**config.mk**
```make
export PLATFORM = sky130hd
export DESIGN_NAME = gs_basis_extract
export DESIGN_NICKNAME = d
export VERILOG_FILES = /design/src/rtl/gs_basis_extract.sv
export SDC_FILE = /design/constraint.sdc
export NUM_CORES = 1
export LEC_CHECK = 0
export CAP_MARGIN = 25
export CORE_UTILIZATION = 46
export DETAILED_ROUTE_END_ITERATION = 8
export PLACE_DENSITY = 0.78
export REMOVE_ABC_BUFFERS = 1
export SLEW_MARGIN = 15
export SYNTH_ARGS = -nofsm -noshare
export SYNTH_HDL_FRONTEND = slang
export SYNTH_SLANG_ARGS = --single-unit
export TNS_END_PERCENT = 30
```
**constraint.sdc**
```tcl
create_clock -name clk -period 2.15 [get_ports clk]
set_input_delay 0.645 -clock clk [delete_from_list [all_inputs] [get_ports clk]]
set_output_delay 0.645 -clock clk [all_outputs]
set_load 0.02 [all_outputs]
```
**src/rtl/gs_basis_extract.sv**
```systemverilog
// rtl/gs_basis_extract.sv - scans reduced rows and streams non-zero rows as basis vectors
//
// Purpose: after Gaussian elimination, walk the DAT_D rows of row memory,
// emit every non-zero row on a valid/ready port, then report the rank and
// whether it equals the expected dimension d.
//
// Ports:
//   clk        in   1      rising-edge clock
//   rst_b      in   1      asynchronous active-low reset
//   start      in   1      scan request pulse, honoured only while idle
//   finish     out  1      one-cycle pulse when the scan completes
//   mem_din    in   DAT_W  row memory read data (READ_DELAY cycles after mem_addr)
//   mem_addr   out  AW     row memory read address
//   mem_rw     out  1      row memory write enable, constant 0
//   basis_vld  out  1      basis_dat/basis_idx valid
//   basis_rdy  in   1      consumer ready
//   basis_dat  out  DAT_W  non-zero reduced row
//   basis_idx  out  AW     row address of basis_dat
//   rank       out  RW     count of non-zero rows, held after finish
//   rank_ok    out  1      rank == d, updated with finish, held after
module gs_basis_extract #(
  parameter int DAT_W      = 8,
  parameter int DAT_D      = 4,
  parameter int d          = 2,
  parameter int READ_DELAY = 2,
  localparam int AW = (DAT_D > 1) ? $clog2(DAT_D) : 1,
  localparam int RW = $clog2(DAT_D + 1)
) (
  input  logic             clk,
  input  logic             rst_b,
  input  logic             start,
  output logic             finish,
  input  logic [DAT_W-1:0] mem_din,
  output logic [AW-1:0]    mem_addr,
  output logic             mem_rw,
  output logic             basis_vld,
  input  logic             basis_rdy,
  output logic [DAT_W-1:0] basis_dat,
  output logic [AW-1:0]    basis_idx,
  output logic [RW-1:0]    rank,
  output logic             rank_ok
);

  localparam int WCW = (READ_DELAY > 1) ? $clog2(READ_DELAY) : 1;
  localparam logic [WCW-1:0] WAIT_LAST = WCW'(READ_DELAY - 1);
  localparam logic [AW-1:0]  ROW_LAST  = AW'(DAT_D - 1);
  localparam int unsigned    D_EXP     = d;

  typedef enum logic [2:0] {
    IDLE,
    ISSUE,
    WAIT,
    CHECK,
    OUT,
    DONE
  } state_t;

  state_t           state;
  logic [AW-1:0]    row;
  logic [WCW-1:0]   wait_cnt;
  logic [AW-1:0]    row_inc;
  logic [RW-1:0]    rank_inc;

  assign row_inc  = row + AW'(1);
  assign rank_inc = rank + RW'(1);
  assign mem_rw   = 1'b0;

  // mem_addr is loaded on entry to ISSUE, so the address is on the bus for
  // the whole ISSUE cycle. The read returns READ_DELAY cycles later, which is
  // the last cycle spent in WAIT; capture happens on the edge that ends it.
  always_ff @(posedge clk or negedge rst_b) begin
    if (!rst_b) begin
      state     <= IDLE;
      row       <= '0;
      wait_cnt  <= '0;
      mem_addr  <= '0;
      finish    <= 1'b0;
      basis_vld <= 1'b0;
      basis_dat <= '0;
      basis_idx <= '0;
      rank      <= '0;
      rank_ok   <= 1'b0;
    end else begin
      finish <= 1'b0;
      case (state)
        IDLE: begin
          if (start) begin
            rank     <= '0;
            rank_ok  <= 1'b0;
            row      <= '0;
            mem_addr <= '0;
            state    <= ISSUE;
          end
        end
        ISSUE: begin
          wait_cnt <= '0;
          state    <= WAIT;
        end
        WAIT: begin
          if (wait_cnt == WAIT_LAST) begin
            basis_dat <= mem_din;
            basis_idx <= row;
            state     <= CHECK;
          end else begin
            wait_cnt <= wait_cnt + WCW'(1);
          end
        end
        CHECK: begin
          if (basis_dat != '0) begin
            basis_vld <= 1'b1;
            state     <= OUT;
          end else if (row == ROW_LAST) begin
            // finish is raised on entry to DONE so the pulse occupies DONE
            finish  <= 1'b1;
            rank_ok <= (32'(rank) == D_EXP);
            state   <= DONE;
          end else begin
            row      <= row_inc;
            mem_addr <= row_inc;
            state    <= ISSUE;
          end
        end
        OUT: begin
          if (basis_rdy) begin
            basis_vld <= 1'b0;
            rank      <= rank_inc;
            if (row == ROW_LAST) begin
              // rank is updated on this same edge, so compare the new count
              finish  <= 1'b1;
              rank_ok <= (32'(rank_inc) == D_EXP);
              state   <= DONE;
            end else begin
              row      <= row_inc;
              mem_addr <= row_inc;
              state    <= ISSUE;
            end
          end
        end
        DONE: begin
          state <= IDLE;
        end
        default: begin
          state <= IDLE;
        end
      endcase
    end
  end

endmodule

```
=== Word level (Yosys, flattened, before mapping) ===
Index checks and enable logic that the tools add are counted.

* Register bits after elaboration: 24
* Bits in latches: 0
* RAM bits: 0
* Bits in read-only memories: 0
* Input bits: 12
* Output and inout port bits: 19
* Logic and storage cells: 72
* Memories kept: 0

* $add $sub $neg: 3
* Multiply operators: 0
* Div/mod/pow operators: 0
* $lt $le $gt $ge: 0
* Equal/unequal tests: 14
* Shift-type cells: 0
* Mux-type cells: 33
* Bitwise logic cells: 0
* Reductions and logical operators: 12

{| class="wikitable"
|+ Operators by type and width
! operator !! count
|-
| 3-bit two-way mux || 7
|-
| 3-bit case mux with 5 select lines || 1
|-
| 2-bit two-way mux || 7
|-
| 2-bit != test, second input constant || 7
|-
| 3-bit by 2-bit == test with 1-bit output, second input constant || 4
|-
| 2-bit case mux with 3 select lines || 2
|-
| 1-bit two-way mux || 11
|-
| 3-bit AND reduction || 3
|-
| 8-bit nonzero test || 1
|-
| 1-bit case mux with 2 select lines || 3
|-
| 3-bit case mux with 2 select lines || 1
|-
| 6-bit AND reduction || 1
|-
| 2-bit nonzero test || 3
|-
| 4-bit AND reduction || 1
|-
| 3-bit by 1-bit adder with 3-bit output, second input constant || 1
|-
| 3-bit by 1-bit == test with 1-bit output, second input constant || 1
|-
| 3-bit == test, second input constant || 1
|-
| 3-bit logical NOT || 1
|-
| 1-bit case mux with 3 select lines || 1
|-
| 3-bit nonzero test || 1
|-
| 2-bit by 1-bit adder with 2-bit output, second input constant || 1
|-
| 2-bit == test, second input constant || 1
|-
| 2-bit AND reduction || 1
|-
| 1-bit adder, second input constant || 1
|}

=== Longest topological paths before layout ===
* Depth after elaboration: 5
* Depth in mapped cells: 7
* Depth with buffers taken out: 5

=== Worst setup path after synthesis ===
No wires, ideal clock.

* Path type: reg-to-reg
* Start point: register state[0]
* End point: register rank_ok
* Library setup time: 0.126 ns
* Arrival: 1.450 ns
* Data required time: 2.024 ns
* Path slack: 0.575 ns
* Cell stages (with the launch flop): 8
* Buffers on the path: 2
* Clock period less this slack: 1.575 ns
* Path through: dfrtp_1 clkbuf_8 or3b_1 buf_6 inv_6 mux2_4 nand3_1 mux2i_1

* Longest elaborated chain between the ends: 3
* Elaborated cells between the ends (all ways): 11
* Those cells by class: eq/ne (7); mux (1); reduce/logical (3)

{| class="wikitable"
|+ Ends and longest elaborated chain
! element !! RTL line !! text
|-
| start, declared || 58 || <nowiki>state_t state;</nowiki>
|-
| start signal, assigned || 73 || <nowiki>state <= IDLE;</nowiki>
|-
| start signal, assigned || 92 || <nowiki>state <= ISSUE;</nowiki>
|-
| start signal, assigned || 97 || <nowiki>state <= WAIT;</nowiki>
|-
| 3-bit by 2-bit == test with 1-bit output, or another cell as far along || 85 || <nowiki>case (state)</nowiki>
|-
| 2-bit != test (no line) or 3-bit nonzero test (tied branches) || -- ||
|-
| 6-bit AND reduction (no line) || -- ||
|-
| end signal, assigned || 115 || <nowiki>rank_ok <= (32'(rank) == D_EXP);</nowiki>
|-
| end signal, assigned || 130 || <nowiki>rank_ok <= (32'(rank_inc) == D_EXP);</nowiki>
|-
| end, declared || 41 || <nowiki>output logic rank_ok</nowiki>
|}

Parallel ways exist; a longest one is shown, timed or not.
A chain may end at the register's enable or synchronous reset.

=== Final worst setup path ===
* Start point: register mem_addr[0]
* End point: output mem_addr[0]

{| class="wikitable"
|+ RTL lines
! element !! RTL line !! text
|-
| start, declared || 34 || <nowiki>output logic [AW-1:0] mem_addr,</nowiki>
|-
| start signal, assigned || 119 || <nowiki>mem_addr <= row_inc;</nowiki>
|-
| start signal, assigned || 134 || <nowiki>mem_addr <= row_inc;</nowiki>
|}

No word-level cell between the ends.

==> results.toml <==
[clock_tree]
cts_hold_buffers = 0
clk_latency_ps = 300
cts_sinks = 22
cts_resized = 0
tritoncts = "built"
post_cts.repair.setup_buffers = 0
clockBufferDepth = 2
numCtsBuffers = 3
path_clk_slew_ps = 120
htree_levels = 1
root_buffer = "clkbuf_4"

[min_path]
hold_path_class = "register to register"

[critical_path]
crit_path_start_kind = "register"
path_class = "register to output pin"
slowest_delay_ps = 630
crit_fanout = 5
crit_path_cell_trace = "clkdlybuf4s50_1"
crit_path_top_delay_cell = "clkdlybuf4s50_1"
cp.required_ps = 1500
cp-end-kind = "output pin"
worst-path-buf-inv = 1
crit_family = "buffers and inverters"
worstPathArrival_ps = 1370

[routing]
via_per_inst = 5.181
drt_wl_total_microns = 2099
drc = 0
drtIter0Drc = 7
vias = 803
routedWlPerCell_microns = 13.54
firstDrtPassIters = 4
ant_nets = 0

[sta]
setup_viol = 0
final.setup.tns_ps = 0
skew_ps = 2.948
hold_viol_final = 0
finalHoldWorstSlack_ps = 500.5
post-route-period-util = 0.9373
final_max_slew_viol_count = 0
fin_crit_ps = 2015
relSlewSlack = 0.6298
tightest_slew_ps = 550.2
max_freq_ghz = 0.4962
rsz0062_at_grt = "false"

[synthesis]
synth_area_sq_um = 1085
synth-seq-cells = 22
yosys_warnings = 0
synthCells = 96
ys_seq_area_frac = 0.5075
postSynth.asyncResetShare = 1.000
syn_area_per_cell_sq_um = 11.30
synth_edf_count = 0
yosysUniqueCellTypes = 33
synth_flop_cell = "dfrtp_1"

[finish]
fillers = 200
final_util = 0.6510
area_delta_synth_final_pct = 32.76
drive_gt1_frac = 0.1654
nets = 143
diodes = 0
fin_cells = 155

[pwr]
p_switching_mw = 0.7658
pwr-share-comb = 0.481
power.density_nw_per_um2 = 1419
pwr-share-clk = 0.154
internal_power_mw = 1.278
power_mw = 2.044
power.leakage_nw = 0.6125
ir_worst_vdd_uv = 806.2
p_seq_frac = 0.365
p_sw_frac = 0.3747

[placed_design]
gp_congestion = 0.8042
dp.cells = 151
portBuffers = 29
post-dp-hpwl_microns = 1577

[global_route]
antenna_found_initial = 0
grt_usage = 0.1893
grt_max_degree = 23
grt-ovfl-total = 0
grt_first_pass_wirelength_microns = 3525
grt_pass1_vias = 835

[floorplan]
start_util = 0.4904
dieArea_sq_um = 2556
rows = 17
ios = 31
fp.coreArea_sq_um = 2212
die_h_microns = 50.56
die_width_microns = 50.56

[run_status]
outcome = "finished, final reports clean"

[run]
cap_violations = 0
==> area by class of cell <==
class | count | area (sq um) | share of cell area
sequential | 22 | 550.5 | 0.3823
multi-input combinational | 63 | 465.4 | 0.3232
timing repair buffer | 31 | 305.3 | 0.2120
tap | 28 | 35.03 | 0.02433
inverter | 7 | 31.28 | 0.02172
clock inverter | 1 | 30.03 | 0.02085
clock buffer | 3 | 22.52 | 0.01564
==> flip-flops by register name, summed over array words and instances (netlist names) <==
name       flops
finish         1
wait_cnt       1
rank_ok        1
basis_idx      2
rank           3
mem_addr       2
state          3
basis_vld      1
basis_dat      8
==> per-layer routing <==
metal	GRT usage	part of all wire
met3	0.04848	0.059
met1	0.2173	0.45
met2	0.3289	0.48
met5	0	0
met4	0.08333	0.0091
==> path summary, 6_finish.rpt <==
| path | startpoint | to | slack (ps) | cells past startpoint |
|---|---|---|---|---|
| setup reg to reg | basis_dat[5] | mem_addr[0] | 410 | 4 |
| max in group asynchronous | rst_b | mem_addr[1] | 1260 | 2 |
| min in group asynchronous | rst_b | rank[1] | 670 | 2 |
| hold reg to reg | basis_vld | basis_vld | 500 | 1 |
| hold / removal | basis_vld | basis_vld | 500 | 1 |
| setup / recovery | mem_addr[0] | mem_addr[0] | 130 | 1 |
==> stage by stage <==
step	setup WS (ps)	cell area, sq um
after global routing	60.54	1440
after detailed placement	265.3	1388
after global placement	303.5	1388
after floorplan	594.7	1047
final	134.8	1440
after CTS	119.1	1440
==> cells by family (layout without fill, tap and decap cells) <==
group | count (synthesis) | after routing | share of synthesized area
mux | 13 | 13 | 0.1361
flops | 22 | 22 | 0.5075
xor+xnor | 2 | 2 | 0.01615
simple gates | 23 | 23 | 0.1142
compound gates | 21 | 21 | 0.1246
buf+inv | 11 | 42 | 0.06343
other cells | 1 | 1 | 0.003457
fa+ha+maj | 3 | 3 | 0.03461
==> cells in the final DEF, fill, tap and decap left out <==
cell type / synthesis / layout
mux2i_1: 2 / 2
a32o_1: 1 / 1
xnor2_1: 1 / 1
nor2_1: 6 / 6
a21o_1: 1 / 1
inv_6: 1 / 1
buf_4: 1 / 2
nor3b_1: 1 / 1
o22ai_1: 2 / 2
a2bb2oi_1: 1 / 1
clkbuf_4: 0 / 3
a21oi_1: 5 / 5
o2bb2ai_1: 1 / 1
inv_1: 6 / 6
conb_1: 1 / 1
nand2_1: 7 / 7
nand2b_2: 1 / 1
a21boi_2: 1 / 1
nand3_1: 2 / 2
or3b_1: 1 / 1
and4bb_2: 1 / 1
bufinv_16: 0 / 1
ha_1: 3 / 3
mux2_4: 1 / 1
o21bai_1: 1 / 1
dfrtp_1: 22 / 22
nand3b_1: 2 / 2
mux2_2: 10 / 10
o21ai_0: 7 / 7
a22o_1: 1 / 1
nor4_1: 2 / 2
xor2_1: 1 / 1
clkdlybuf4s50_1: 0 / 29
==> synth_stat cells (3+ instances only) <==
cell / n / share of area
dfrtp_1: 22 / 0.51
mux2_2: 10 / 0.10
nand2_1: 7 / 0.024
o21ai_0: 7 / 0.032
inv_1: 6 / 0.021
nor2_1: 6 / 0.021
a21oi_1: 5 / 0.023
ha_1: 3 / 0.035
==> power by group through the flow <==
stage,clock (mW),combinational [mW],sequential (mW)
5_1_grt,0.338,1.07,0.776
3_3_place_gp,0,0.964,0.744
4_1_cts,0.324,0.992,0.747
3_5_place_dp,0,0.985,0.755
2_1_floorplan,0,0.455,0.872
6_report,0.316,0.983,0.745
Note: power is estimated with default switching activity, not from simulation.
